### src/rtl/genius_pkg.sv
// Shared definitions for the Genius button decoder: button indices and codes,
// decoder FSM encoding and LFSR constants.
package genius_pkg;

  localparam int NUM_BTN = 5;

  localparam int IDX_POWER  = 0;
  localparam int IDX_GREEN  = 1;
  localparam int IDX_RED    = 2;
  localparam int IDX_BLUE   = 3;
  localparam int IDX_YELLOW = 4;

  typedef enum logic [2:0] {
    CODE_NONE   = 3'd0,
    CODE_POWER  = 3'd1,
    CODE_GREEN  = 3'd2,
    CODE_RED    = 3'd3,
    CODE_BLUE   = 3'd4,
    CODE_YELLOW = 3'd6
  } btn_code_e;

  typedef enum logic [1:0] {
    ST_IDLE    = 2'd0,
    ST_ACCEPT  = 2'd1,
    ST_HELD    = 2'd2,
    ST_LOCKOUT = 2'd3
  } dec_state_e;

  localparam int          LFSR_W    = 16;
  // Taps at bits 15, 13, 12, 10 (x^16 + x^14 + x^13 + x^11 + 1).
  localparam logic [15:0] LFSR_TAPS = 16'hB400;

  function automatic btn_code_e code_of(input logic [2:0] idx);
    case (int'(idx))
      IDX_POWER:  code_of = CODE_POWER;
      IDX_GREEN:  code_of = CODE_GREEN;
      IDX_RED:    code_of = CODE_RED;
      IDX_BLUE:   code_of = CODE_BLUE;
      IDX_YELLOW: code_of = CODE_YELLOW;
      default:    code_of = CODE_NONE;
    endcase
  endfunction

endpackage

### src/rtl/genius_button_decoder_if.sv
// Button/colour bus between the raw-button front end and the Genius controller.
interface genius_button_decoder_if;
  import genius_pkg::*;

  logic [NUM_BTN-1:0] BTN_RAW;
  logic               R;
  logic [2:0]         B;
  logic [1:0]         C;
  logic               BTN_HELD;

  modport master (output BTN_RAW, input R, B, C, BTN_HELD);
  modport slave  (input BTN_RAW, output R, B, C, BTN_HELD);
endinterface

### src/rtl/button_debounce.sv
// One button: 2-FF synchroniser, sample register and a mismatch counter that
// flips the stable level after DEBOUNCE_CYCLES consecutive differing samples.
module button_debounce #(
  parameter int DEBOUNCE_CYCLES = 50000,
  parameter int CNT_W           = 16
) (
  input  logic CLK,
  input  logic RESET,
  input  logic btn_i,
  output logic level_o
);

  localparam logic [CNT_W-1:0] CNT_LAST = CNT_W'(DEBOUNCE_CYCLES - 1);

  logic             sync1_q, sync2_q, sample_q;
  logic             stable_q, stable_d;
  logic [CNT_W-1:0] cnt_q, cnt_d;

  // NOTE: every variable gets its default before any branch, so no path leaves
  // it unassigned and no latch is inferred; blocking '=' is correct in comb logic.
  always_comb begin
    stable_d = stable_q;
    cnt_d    = '0;
    if (sample_q != stable_q) begin
      if (cnt_q == CNT_LAST) begin
        stable_d = sample_q;
      end else begin
        cnt_d = cnt_q + CNT_W'(1);
      end
    end
  end

  // NOTE: reset is synchronous and active-high, so RESET is tested inside the
  // clocked block rather than appearing in the sensitivity list.
  always_ff @(posedge CLK) begin
    if (RESET) begin
      sync1_q  <= 1'b0;
      sync2_q  <= 1'b0;
      sample_q <= 1'b0;
      stable_q <= 1'b0;
      cnt_q    <= '0;
    end else begin
      sync1_q  <= btn_i;
      sync2_q  <= sync1_q;
      sample_q <= sync2_q;
      stable_q <= stable_d;
      cnt_q    <= cnt_d;
    end
  end

  assign level_o = stable_q;

endmodule

### src/rtl/genius_button_decoder.sv
// Genius front end: debounces five buttons, accepts one clean press at a time
// (R pulse + held code on B) and supplies a pseudo-random colour from an LFSR.
module genius_button_decoder
  import genius_pkg::*;
#(
  parameter int          DEBOUNCE_CYCLES = 50000,
  parameter int          CNT_W           = 16,
  parameter logic [15:0] LFSR_SEED       = 16'hACE1
) (
  input  logic                    CLK,
  input  logic                    RESET,
  genius_button_decoder_if.slave  bus
);

  localparam logic [15:0] SEED_EFF = (LFSR_SEED == 16'h0000) ? 16'h0001 : LFSR_SEED;

  logic [NUM_BTN-1:0] stable;

  for (genvar i = 0; i < NUM_BTN; i++) begin : g_btn
    button_debounce #(
      .DEBOUNCE_CYCLES (DEBOUNCE_CYCLES),
      .CNT_W           (CNT_W)
    ) u_deb (
      .CLK     (CLK),
      .RESET   (RESET),
      .btn_i   (bus.BTN_RAW[i]),
      .level_o (stable[i])
    );
  end

  dec_state_e  state_q, state_d;
  logic [2:0]  idx_q, idx_d;
  logic [LFSR_W-1:0] lfsr_q, lfsr_d;

  logic [2:0]         hot_cnt;
  logic [2:0]         hot_idx;
  logic [NUM_BTN-1:0] others;

  always_comb begin
    hot_cnt = '0;
    hot_idx = '0;
    for (int i = 0; i < NUM_BTN; i++) begin
      if (stable[i]) begin
        hot_cnt = hot_cnt + 3'd1;
        hot_idx = 3'(i);
      end
    end
    others = stable & ~(NUM_BTN'(1) << idx_q);
  end

  always_comb begin
    state_d = state_q;
    idx_d   = idx_q;
    case (state_q)
      ST_IDLE: begin
        if (hot_cnt == 3'd1) begin
          state_d = ST_ACCEPT;
          idx_d   = hot_idx;
        end else if (hot_cnt > 3'd1) begin
          state_d = ST_LOCKOUT;
        end
      end
      ST_ACCEPT: state_d = ST_HELD;
      ST_HELD: begin
        // Presses of other buttons are ignored until the latched one releases.
        if (!stable[idx_q]) begin
          state_d = (|others) ? ST_LOCKOUT : ST_IDLE;
        end
      end
      ST_LOCKOUT: begin
        if (stable == '0) state_d = ST_IDLE;
      end
      default: state_d = ST_IDLE;
    endcase
  end

  assign lfsr_d = {lfsr_q[LFSR_W-2:0], ^(lfsr_q & LFSR_TAPS)};

  always_ff @(posedge CLK) begin
    if (RESET) begin
      state_q <= ST_IDLE;
      idx_q   <= '0;
      lfsr_q  <= SEED_EFF;
    end else begin
      state_q <= state_d;
      idx_q   <= idx_d;
      lfsr_q  <= lfsr_d;
    end
  end

  logic active;
  assign active       = (state_q == ST_ACCEPT) || (state_q == ST_HELD);
  assign bus.R        = (state_q == ST_ACCEPT);
  assign bus.BTN_HELD = active;
  assign bus.B        = active ? code_of(idx_q) : CODE_NONE;
  assign bus.C        = lfsr_q[1:0];

endmodule

### src/flat_wrapper.sv
// flat-port wrapper written by rule: the top's interface ports become plain ports
module genius_button_decoder_flat import genius_pkg::*;
#(
  parameter int          DEBOUNCE_CYCLES = 50000,
  parameter int          CNT_W           = 16,
  parameter logic [15:0] LFSR_SEED       = 16'hACE1
)
  (CLK, RESET, bus_BTN_RAW, bus_R, bus_B, bus_C, bus_BTN_HELD);
  genius_button_decoder_if bus_i ();
  input  logic CLK;
  input  logic RESET;
  input wire logic [$bits(bus_i.BTN_RAW)-1:0] bus_BTN_RAW;
  output wire logic [$bits(bus_i.R)-1:0] bus_R;
  output wire logic [$bits(bus_i.B)-1:0] bus_B;
  output wire logic [$bits(bus_i.C)-1:0] bus_C;
  output wire logic [$bits(bus_i.BTN_HELD)-1:0] bus_BTN_HELD;
  assign bus_i.BTN_RAW = bus_BTN_RAW;
  assign bus_R = bus_i.R;
  assign bus_B = bus_i.B;
  assign bus_C = bus_i.C;
  assign bus_BTN_HELD = bus_i.BTN_HELD;
  genius_button_decoder #(.DEBOUNCE_CYCLES(DEBOUNCE_CYCLES), .CNT_W(CNT_W), .LFSR_SEED(LFSR_SEED)) u_core (.CLK(CLK), .RESET(RESET), .bus(bus_i));
endmodule
### config.mk
export PLATFORM = sky130hd
export DESIGN_NAME = genius_button_decoder_flat
export DESIGN_NICKNAME = d
export VERILOG_FILES = /design/src/rtl/genius_pkg.sv /design/src/rtl/genius_button_decoder_if.sv /design/src/rtl/button_debounce.sv /design/src/rtl/genius_button_decoder.sv /design/src/flat_wrapper.sv
export SDC_FILE = /design/constraint.sdc
export NUM_CORES = 1
export LEC_CHECK = 0
export CAP_MARGIN = 20
export CORE_MARGIN = 2
export CORE_UTILIZATION = 28
export CTS_CLUSTER_DIAMETER = 50
export DETAILED_ROUTE_END_ITERATION = 10
export GPL_ROUTABILITY_DRIVEN = 0
export SLEW_MARGIN = 10
export SYNTH_ARGS = -nofsm -noshare
export SYNTH_HDL_FRONTEND = slang
export SYNTH_SLANG_ARGS = --single-unit
### constraint.sdc
create_clock -name CLK -period 3.1 [get_ports CLK]
set_input_delay 0.465 -clock CLK [delete_from_list [all_inputs] [get_ports CLK]]
set_output_delay 0.465 -clock CLK [all_outputs]
set_load 0.02 [all_outputs]
Word-level counts from Yosys, hierarchy flattened --
Index checks and enable logic that the tools add are counted.
Storage, ports and cells: register bits after elaboration 121, bits in latches 0, RAM bits 0, ROM bits 0, output and inout bits 7, word-level logic and storage cells 105, memories 0
Cells by class: add/subtract/negate cells 9, $mul 0, div/mod/pow operators 0, order comparisons 2, equality and inequality tests 21, shift operators 1, muxes and demuxes 19, bitwise gates (word level) 7, reductions and logical operators 18
Operator list (number):
- 16-bit by 1-bit adder with 16-bit output, second input constant | 5
- 16-bit == test, second input constant | 5
- 3-bit two-way mux | 6
- 16-bit XOR reduction | 1
- 3-bit one-hot mux with 5 select lines | 1
- 3-bit OR reduction | 5
- 2-bit two-way mux | 7
- 2-bit AND reduction | 6
- 3-bit by 1-bit adder with 3-bit output, second input constant | 3
- 2-bit one-hot mux with 4 select lines | 1
- 3-bit by 1-bit == test with 1-bit output, second input constant | 2
- 3-bit by 2-bit == test with 1-bit output, second input constant | 2
- 5-bit AND | 1
- 5-bit logical NOT | 1
- 1-bit != test | 5
- 1-bit NOT | 5
- 5-bit NOT | 1
- 5-bit OR reduction | 1
- 1-bit by 3-bit << shifter with 5-bit output, first input constant | 1
- 2-bit == test, second input constant | 2
- 3-bit by 4-bit < comparator with 1-bit output, second input constant | 1
- 1-bit binary-select mux with 3-bit select | 1
- 3-bit == test, second input constant | 1
- 3-bit by 1-bit greater-than comparator with 1-bit output, second input constant | 1
- other kinds (10) | 12

Longest topological paths before layout --
Gate-level depths: netlist of the first run.
depth in word-level cells 13, mapped depth 12, mapped depth without buffers 12

By module --
Synthesis of the first run repeated with hierarchy kept, for this count alone.
Unflattened totals: cells, all modules 571, area total of the unflattened synthesis 5356.4 um^2
By module, submodules not included:
- button_debounce | instances 5, cells each 89, area an instance 828.3 um^2
- genius_button_decoder | instances 1, cells each 126, area an instance 1214.9 um^2

Worst setup path after synthesis of the first run --
No wires, ideal clock.
kind reg2reg, from reg u_core.g_btn[1].u_deb.stable_q, to reg u_core.idx_q[1], setup time 0.092 ns, arrival 2.665 ns, setup slack 0.343 ns, cell stages (with the launch flop) 12, path buffers 1, clock period less this slack 2.757 ns, cells stage by stage dfxtp_1 inv_1 ha_1 buf_2 xnor2_1 xnor2_1 ha_1 nand2_1 xnor2_1 xor2_1 or4_1 o32ai_1
On the way: cells in the longest elaborated chain, start to end 9
Ends and longest elaborated chain:
- start: declaration | RTL line button_debounce.sv:16 | logic stable_q, stable_d;
- start signal: assignment | RTL line button_debounce.sv:46 | stable_q <= stable_d;
- 3-bit two-way mux (*) | RTL line genius_button_decoder.sv:43 | if (stable[i]) begin
- 3-bit by 1-bit adder with 3-bit output | RTL line genius_button_decoder.sv:44 | hot_cnt = hot_cnt + 3'd1;
- 3-bit two-way mux (*) | RTL line genius_button_decoder.sv:43
- 3-bit by 1-bit adder with 3-bit output | RTL line genius_button_decoder.sv:44
- 3-bit two-way mux (*) | RTL line genius_button_decoder.sv:43
- 3-bit by 1-bit adder with 3-bit output | RTL line genius_button_decoder.sv:44
- 3-bit two-way mux (*) | RTL line genius_button_decoder.sv:43
- 3-bit by 1-bit == test with 1-bit output (*) | RTL line genius_button_decoder.sv:56 | if (hot_cnt == 3'd1) begin
- 2-bit AND reduction (no line) (*)
- end signal: assignment | RTL line genius_button_decoder.sv:86 | idx_q <= idx_d;
- end: declaration | RTL line genius_button_decoder.sv:32 | logic [2:0] idx_q, idx_d;
Every way passes the cells marked *; elsewhere a longest branch is shown, timed or not. A chain may end at the register's enable or synchronous reset.

Worst setup path in the final report of the first run --
Ends and elaborated chain as after synthesis.

==> flow_metrics.py, run 1 <==
metrics = {
    "timing": {
        "rsz0062_at_grt": "false",
        "drv_slew": 0,
        "max_slew_margin_pct": 57.7,
        "fmax_ghz": 0.358,
        "worst_pin_slew_ns": 0.634,
        "holdWs_ns": 0.407,
        "tns_ns": 0,
        "setup_viol": 0,
        "final_hold_viol_count": 0,
        "skew_ns": 0.00511,
        "finalCritPeriodShare_pct": 90.0,
        "min_period_ns": 2.79,
        "timing.final.ws_setup_ns": 0.309,
    },
    "drt": {
        "wl_per_cell_um": 10.2,
        "via_per_inst": 4.35,
        "totalWireLength_um": 9170,
        "postRouteAntennaNets": 0,
        "drt_iter0_drc": 293,
        "drcViolationCount": 0,
        "drtPass1Iterations": 4,
        "dr_total_vias": 3913,
    },
    "logic_synthesis": {
        "synth_cell_type_count": 58,
        "synthTopCellsByArea": "dfxtp_1 44%, nor2_1 7.4%, xor2_1 7.2%, xnor2_1 6.3%, ha_1 3.4%",
        "synth_top_area_share_pct": 44.4,
        "ys_seq_elements": 121,
        "synth.avg_cell_area_um2": 8.93,
        "synthCells": 611,
        "synth_area_leader_cell": "dfxtp_1",
        "syn_area_um2": 5450,
        "ys.flop_type": "dfxtp_1",
        "synth_edf_count": 0,
        "synthArstFlopShare_pct": 0,
        "synth_nets": 633,
        "yosysWarnings": 0,
        "yosysSeqAreaShare_pct": 44.4,
    },
    "floorplan": {
        "start_util_pct": 28.3,
        "die_w_um": 144,
        "dieArea_um2": 20600,
        "rows": 51,
        "die_h_um": 144,
        "pin_count": 14,
        "core-area_um2": 19300,
    },
    "worst_setup_path": {
        "reg2reg_to": "u_core.idx_q[1]",
        "critPathCapture": "u_core.idx_q[1]",
        "max_stage_delay_ns": 0.53,
        "critPathKind": "reg2reg",
        "rrSetupSlack_ns": 0.31,
        "crit_path_top_delay_cell": "or4_1",
        "required_ns": 3.42,
        "r2r-start": "u_core.g_btn[1].u_deb.level_o",
        "critical_path.startpoint": "u_core.g_btn[1].u_deb.level_o",
        "worst_ep_arrival_time_ns": 3.11,
        "cp_max_fo": 4,
        "cp_cell_sequence": "inv_1, ha_1, mux2i_2, xnor2_1, nand2_1, o21ai_0, ha_1, nand2_1, xnor2_2, xor2_1, or4_1, o32ai_1",
        "cp-start-kind": "register",
        "worstRegToRegCells": 12,
        "end_kind": "register",
    },
    "power_and_ir_drop": {
        "internal-power_uw": 2890,
        "p_clk_share_pct": 50.6,
        "p_comb_share_pct": 6.1,
        "ir_drop_mv": 0.362,
        "switching_power_uw": 818,
        "seq_power_share_pct": 43.3,
        "p_leak_uw": 0.00214,
        "power_density_nw_per_um2": 580,
        "swShare_pct": 22.0,
    },
    "clocking": {
        "h-tree-depth": 4,
        "clkSinkCount": 121,
        "clk_path_buf_depth": 2,
        "cts_buffers": 17,
        "cts_hold_buf": 0,
        "cts_tree": "done",
        "cts_root_buf": "clkbuf_16",
        "clkTransAtPathRegs_ns": 0.05,
        "clk-insertion-delay-late_ns": 0.41,
    },
    "placement": {
        "placed_area_um2": 5810,
        "dp.final_hpwl_um": 6260,
        "place_ws_ns": 0.126,
        "io_buffers": 13,
        "placed_cells_incl_taps": 869,
    },
    "final_layout": {
        "layout.nets": 645,
        "final_area_um2": 6390,
        "fin_cells": 900,
        "drive_above_1_share_pct": 8.50,
        "antenna_cells": 0,
        "fillers": 2044,
        "syn2layout_area_growth_pct": 17.2,
    },
    "global_route": {
        "antenna_found_initial": 0,
        "grt_pass1_wl_um": 16500,
        "grt_pass1_vias": 3572,
        "grt_usage_pct": 9.78,
        "overflow": 0,
        "grt_max_degree": 27,
    },
    "worst_hold_path": {
        "hp-class": "reg2reg",
    },
    "run": {
        "drv_cap": 0,
    },
    "outcome": {
        "status": "finished clean",
    },
}
## worst max-delay path, delay by kind of cell (launching register included)
| family | cells | cell delay (ns) |
|---|---|---|
| simple gates | 3 | 0.67 |
| xor+xnor | 3 | 0.54 |
| fa+ha+maj | 2 | 0.42 |
| flops | 1 | 0.37 |
| compound gates | 2 | 0.37 |
| mux | 1 | 0.24 |
| buf+inv | 1 | 0.09 |
## per-layer routing
layer / GRT usage [%] / wire length, um / share of wire [%] / up-vias
met5: 0 / 0 / 0 / -
met4: 3.97 / 148 / 1.6 / 0
met3: 3.33 / 345 / 3.8 / 14
met2: 14.2 / 3970 / 43 / 50
met1: 13.2 / 4710 / 51 / 1776
li1: - / - / - / 2073
## power by group through the flow
| stage | clock network (uW) | logic [uW] | registers, uW |
|---|---|---|---|
| after CTS | 1930 | 232 | 1610 |
| final | 1880 | 225 | 1610 |
| after global routing | 2010 | 253 | 1610 |
| after floorplan | 0 | 157 | 1630 |
| after global placement | 0 | 232 | 1640 |
| after detailed placement | 0 | 232 | 1640 |
## logic make-up after synthesis
kind of cell / Yosys count / share of synthesized area [%]
AND/OR/NAND/NOR: 303 / 28.1
flip-flops: 121 / 44.4
XOR/XNOR: 84 / 13.5
buffers and inverters: 45 / 4.06
AO/OA/AOI/OAI: 31 / 4.29
adder cells (fa/ha/maj): 15 / 3.44
multiplexers: 12 / 2.25
## repair_timing
item                                    CTS  global route
endpoints found under the hold margin     0             0
gates resized for setup                   0             3
setup buffers                             0             0
endpoints found under the setup margin    0             3
## synthesized netlist by cell type (2+ instances only)
library cell and number:
ha_1 15, o32ai_1 2, mux2_2 2, and4_1 6, nor3_1 11, mux2i_1 10, clkbuf_1 12, nor3b_1 7
and3_1 9, buf_2 8, o21ai_0 5, xor2_1 45, nand2b_1 4, nand2_1 44, o22ai_1 2, nand3_1 30
nand3b_1 2, buf_6 2, a211o_1 2, a21oi_1 3, or4b_1 2, o221ai_1 3, inv_1 19, or3_1 9
nor4_1 8, buf_4 3, nand4_1 16, xnor2_1 39, nor2_1 108, nor2b_1 27, or4_1 3, dfxtp_1 121
or2_2 7
## cell type report
| type | instances | area (um2) | area share [%] |
|---|---|---|---|
| Clock buffer | 19 | 443 | 6.93 |
| Clock inverter | 12 | 128 | 2.00 |
| Inverter | 19 | 71.3 | 1.12 |
| Multi-Input combinational cell | 445 | 2820 | 44.1 |
| Sequential cell | 121 | 2420 | 37.9 |
| Tap cell | 265 | 332 | 5.19 |
| Timing Repair Buffer | 19 | 175 | 2.74 |
## worst min path at each step
stage / start / endpoint / slack, ns / depth (start not counted)
global route: u_core.lfsr_q[4] / u_core.lfsr_q[5] / 0.43 / 1
detailed placement: u_core.lfsr_q[6] / u_core.lfsr_q[7] / 0.40 / 1
global placement: u_core.lfsr_q[5] / u_core.lfsr_q[6] / 0.39 / 1
finish: u_core.lfsr_q[5] / u_core.lfsr_q[6] / 0.41 / 1
CTS: u_core.lfsr_q[6] / u_core.lfsr_q[7] / 0.41 / 1
floorplan: u_core.lfsr_q[9] / u_core.lfsr_q[10] / 0.39 / 1
## through the flow
stage | total power (uW) | util [%]
2_1_floorplan | 1790 | -
3_3_place_gp | 1870 | 30.2
3_5_place_dp | 1870 | 30.2
4_1_cts | 3770 | 33.1
5_1_grt | 3870 | 33.2
6_report | 3710 | 33.2
## registers in the layout, indices dropped and copies added (netlist names)
name                         cells
u_core.state_q                   2
u_core.g_btn.u_deb.level_o       5
u_core.g_btn.u_deb.sample_q      5
u_core.g_btn.u_deb.sync1_q       5
u_core.g_btn.u_deb.cnt_q        80
u_core.idx_q                     3
u_core.lfsr_q                   16
u_core.g_btn.u_deb.sync2_q       5
## cell usage in the layout, fill, tap and decap left out, types with 3 or more instances in the layout
cell type,n
and4_1,6
clkinv_2,4
nor3_1,11
clkinvlp_4,4
o21ai_0,5
xnor2_1,38
ha_1,15
nand4_1,16
nor2_1,108
nand2_1,44
nand3_1,30
o221ai_1,3
inv_1,19
clkdlybuf4s50_1,13
and3_1,9
nor3b_1,7
buf_4,6
a21oi_1,3
nor2b_1,27
clkbuf_16,17
dfxtp_1,120
or2_2,7
mux2i_1,9
or3_1,9
xor2_1,45
nand2b_1,4
or4_1,3
nor4_1,8
(Power assumes the default switching activity.)
==> run 2: changes to the inputs <==
--- a/config.mk
+++ b/config.mk
@@ -6,7 +6,6 @@
 export NUM_CORES = 1
 export LEC_CHECK = 0
 export CAP_MARGIN = 20
-export CORE_MARGIN = 2
 export CORE_UTILIZATION = 28
 export CTS_CLUSTER_DIAMETER = 50
 export DETAILED_ROUTE_END_ITERATION = 10
==> run 2 against run 1 <==
Against the previous run: register-to-register slack is essentially flat; sequential share of layout area shrank 0.12 points; combinational power is essentially flat; clock power grew 6%; power grew 3.0%; hold slack gained 0.0021 ns.
==> flow_metrics.py, run 2 (synthesis results as in run 1) <==
metrics = {
    "floorplan": {
        "pin_count": 14,
        "die_h_um": 142,
        "rows": 50,
        "die_w_um": 142,
        "start_util_pct": 28.9,
        "dieArea_um2": 20000,
        "core-area_um2": 18900,
    },
    "timing": {
        "tns_ns": 0,
        "timing.final.ws_setup_ns": 0.304,
        "max_slew_margin_pct": 58.9,
        "rsz0062_at_grt": "false",
        "drv_slew": 0,
        "holdWs_ns": 0.409,
        "final_hold_viol_count": 0,
        "worst_pin_slew_ns": 0.615,
        "min_period_ns": 2.80,
        "finalCritPeriodShare_pct": 90.2,
        "setup_viol": 0,
        "skew_ns": 0.00686,
        "fmax_ghz": 0.358,
    },
    "drt": {
        "totalWireLength_um": 9340,
        "wl_per_cell_um": 10.4,
        "via_per_inst": 4.38,
        "drt_iter0_drc": 183,
        "drcViolationCount": 0,
        "postRouteAntennaNets": 0,
        "dr_total_vias": 3924,
        "drtPass1Iterations": 4,
    },
    "global_route": {
        "grt_pass1_wl_um": 16400,
        "overflow": 0,
        "grt_max_degree": 31,
        "antenna_found_initial": 0,
        "grt_usage_pct": 10.2,
        "grt_pass1_vias": 3659,
    },
    "power_and_ir_drop": {
        "p_total_uw": 3820,
        "power_density_nw_per_um2": 595,
        "p_leak_uw": 0.00216,
        "ir_drop_mv": 0.381,
    },
    "worst_setup_path": {
        "end_kind": "register",
        "cp-start-kind": "register",
        "required_ns": 3.42,
        "worst_ep_arrival_time_ns": 3.12,
        "cp_max_fo": 4,
        "crit_path_top_delay_cell": "or4_1",
        "cp_cell_sequence": "inv_1, ha_1, mux2i_2, xnor2_1, nand2_1, o21ai_0, ha_1, nand2_1, xnor2_1, xor2_1, or4_1, o32ai_1",
        "critPathKind": "reg2reg",
        "max_stage_delay_ns": 0.53,
    },
    "clocking": {
        "clkTransAtPathRegs_ns": 0.05,
        "h-tree-depth": 4,
        "cts_hold_buf": 0,
        "cts_buffers": 17,
        "clk_path_buf_depth": 2,
        "postCtsSetupBuffers": 0,
        "cts_root_buf": "clkbuf_16",
        "clkSinkCount": 121,
        "clk-insertion-delay-late_ns": 0.42,
        "cts_tree": "done",
    },
    "final_layout": {
        "final_area_um2": 6410,
        "antenna_cells": 0,
        "final_common_cell": "dfxtp_1",
        "syn2layout_area_growth_pct": 17.6,
        "top_regs": "u_core.g_btn.u_deb.cnt_q: 80 flops, u_core.lfsr_q: 16 flops",
        "layout.nets": 645,
        "final_cell_mix": "120 x dfxtp_1, 108 x nor2_1, 45 x xor2_1",
        "drive_above_1_share_pct": 8.35,
        "fillers": 1994,
        "largest_reg_flops": 80,
        "top_register": "u_core.g_btn.u_deb.cnt_q",
    },
    "worst_hold_path": {
        "hp-class": "reg2reg",
    },
    "outcome": {
        "status": "finished clean",
    },
    "placement": {
        "io_buffers": 13,
        "place_ws_ns": 0.169,
        "placed_area_um2": 5800,
        "dp.final_hpwl_um": 6110,
    },
    "run": {
        "drv_cap": 0,
    },
}
==> run 2: layout make-up <==
class / count / area [um2] / area share (%)
inverters: 19 / 71.3 / 1.11
clock buffers: 20 / 457 / 7.12
multi-input cells: 445 / 2810 / 43.9
repair buffers: 19 / 175 / 2.73
flip-flops and latches: 121 / 2420 / 37.8
clock inverters: 11 / 148 / 2.30
well taps: 260 / 325 / 5.07
==> run 2: timing repair <==
action,CTS,global route
gates resized for setup,0,2
endpoints found under the setup margin,0,1
endpoints found under the hold margin,0,0
==> run 2: path summary, 6_finish.rpt <==
kind,start,end,slack (ns),cells past startpoint
worst max-delay path,u_core.g_btn[1].u_deb.level_o,u_core.idx_q[1],0.30,12
worst min-delay path,u_core.lfsr_q[6],u_core.lfsr_q[7],0.41,1
worst max register to register,u_core.g_btn[1].u_deb.level_o,u_core.idx_q[1],0.30,12
worst min register to register,u_core.lfsr_q[6],u_core.lfsr_q[7],0.41,1
==> run 2: layer usage <==
layer  wire (um)  GRT usage, %  part of all wire [%]
met3         326          3.68                   3.5
met2        4050          15.2                    43
met4         212          5.21                   2.3
met5           0             0                     0
met1        4750          12.8                    51
==> run 2: worst max-delay path: cells and delay by family (launching register included) <==
kind / cells / cell delay (ns)
simple gates: 3 / 0.65
compound gates: 2 / 0.37
flops: 1 / 0.37
fa+ha+maj: 2 / 0.41
mux: 1 / 0.24
xor+xnor: 3 / 0.55
buf+inv: 1 / 0.10
==> run 2: where the power goes <==
part           total, uW  switching, uW  internal (uW)
Combinational        224            116            108
Clock               1990            688           1300
Sequential          1610           17.4           1590
==> run 2: per-stage QoR <==
stage	instances	util (%)
floorplan	611	-
global placement	864	30.7
detailed placement	864	30.7
CTS	895	33.9
global route	895	33.9
finish	895	33.9
==> run 3: changes to the inputs <==
--- a/config.mk
+++ b/config.mk
@@ -5,9 +5,10 @@
 export SDC_FILE = /design/constraint.sdc
 export NUM_CORES = 1
 export LEC_CHECK = 0
-export CAP_MARGIN = 20
+export CAP_MARGIN = 10
+export CORE_MARGIN = 2
 export CORE_UTILIZATION = 28
-export CTS_CLUSTER_DIAMETER = 50
+export CTS_CLUSTER_DIAMETER = 30
 export DETAILED_ROUTE_END_ITERATION = 10
 export GPL_ROUTABILITY_DRIVEN = 0
 export SLEW_MARGIN = 10
==> results of run 3 <==
Final layout, timing and power as in run 1 (identical DEF).
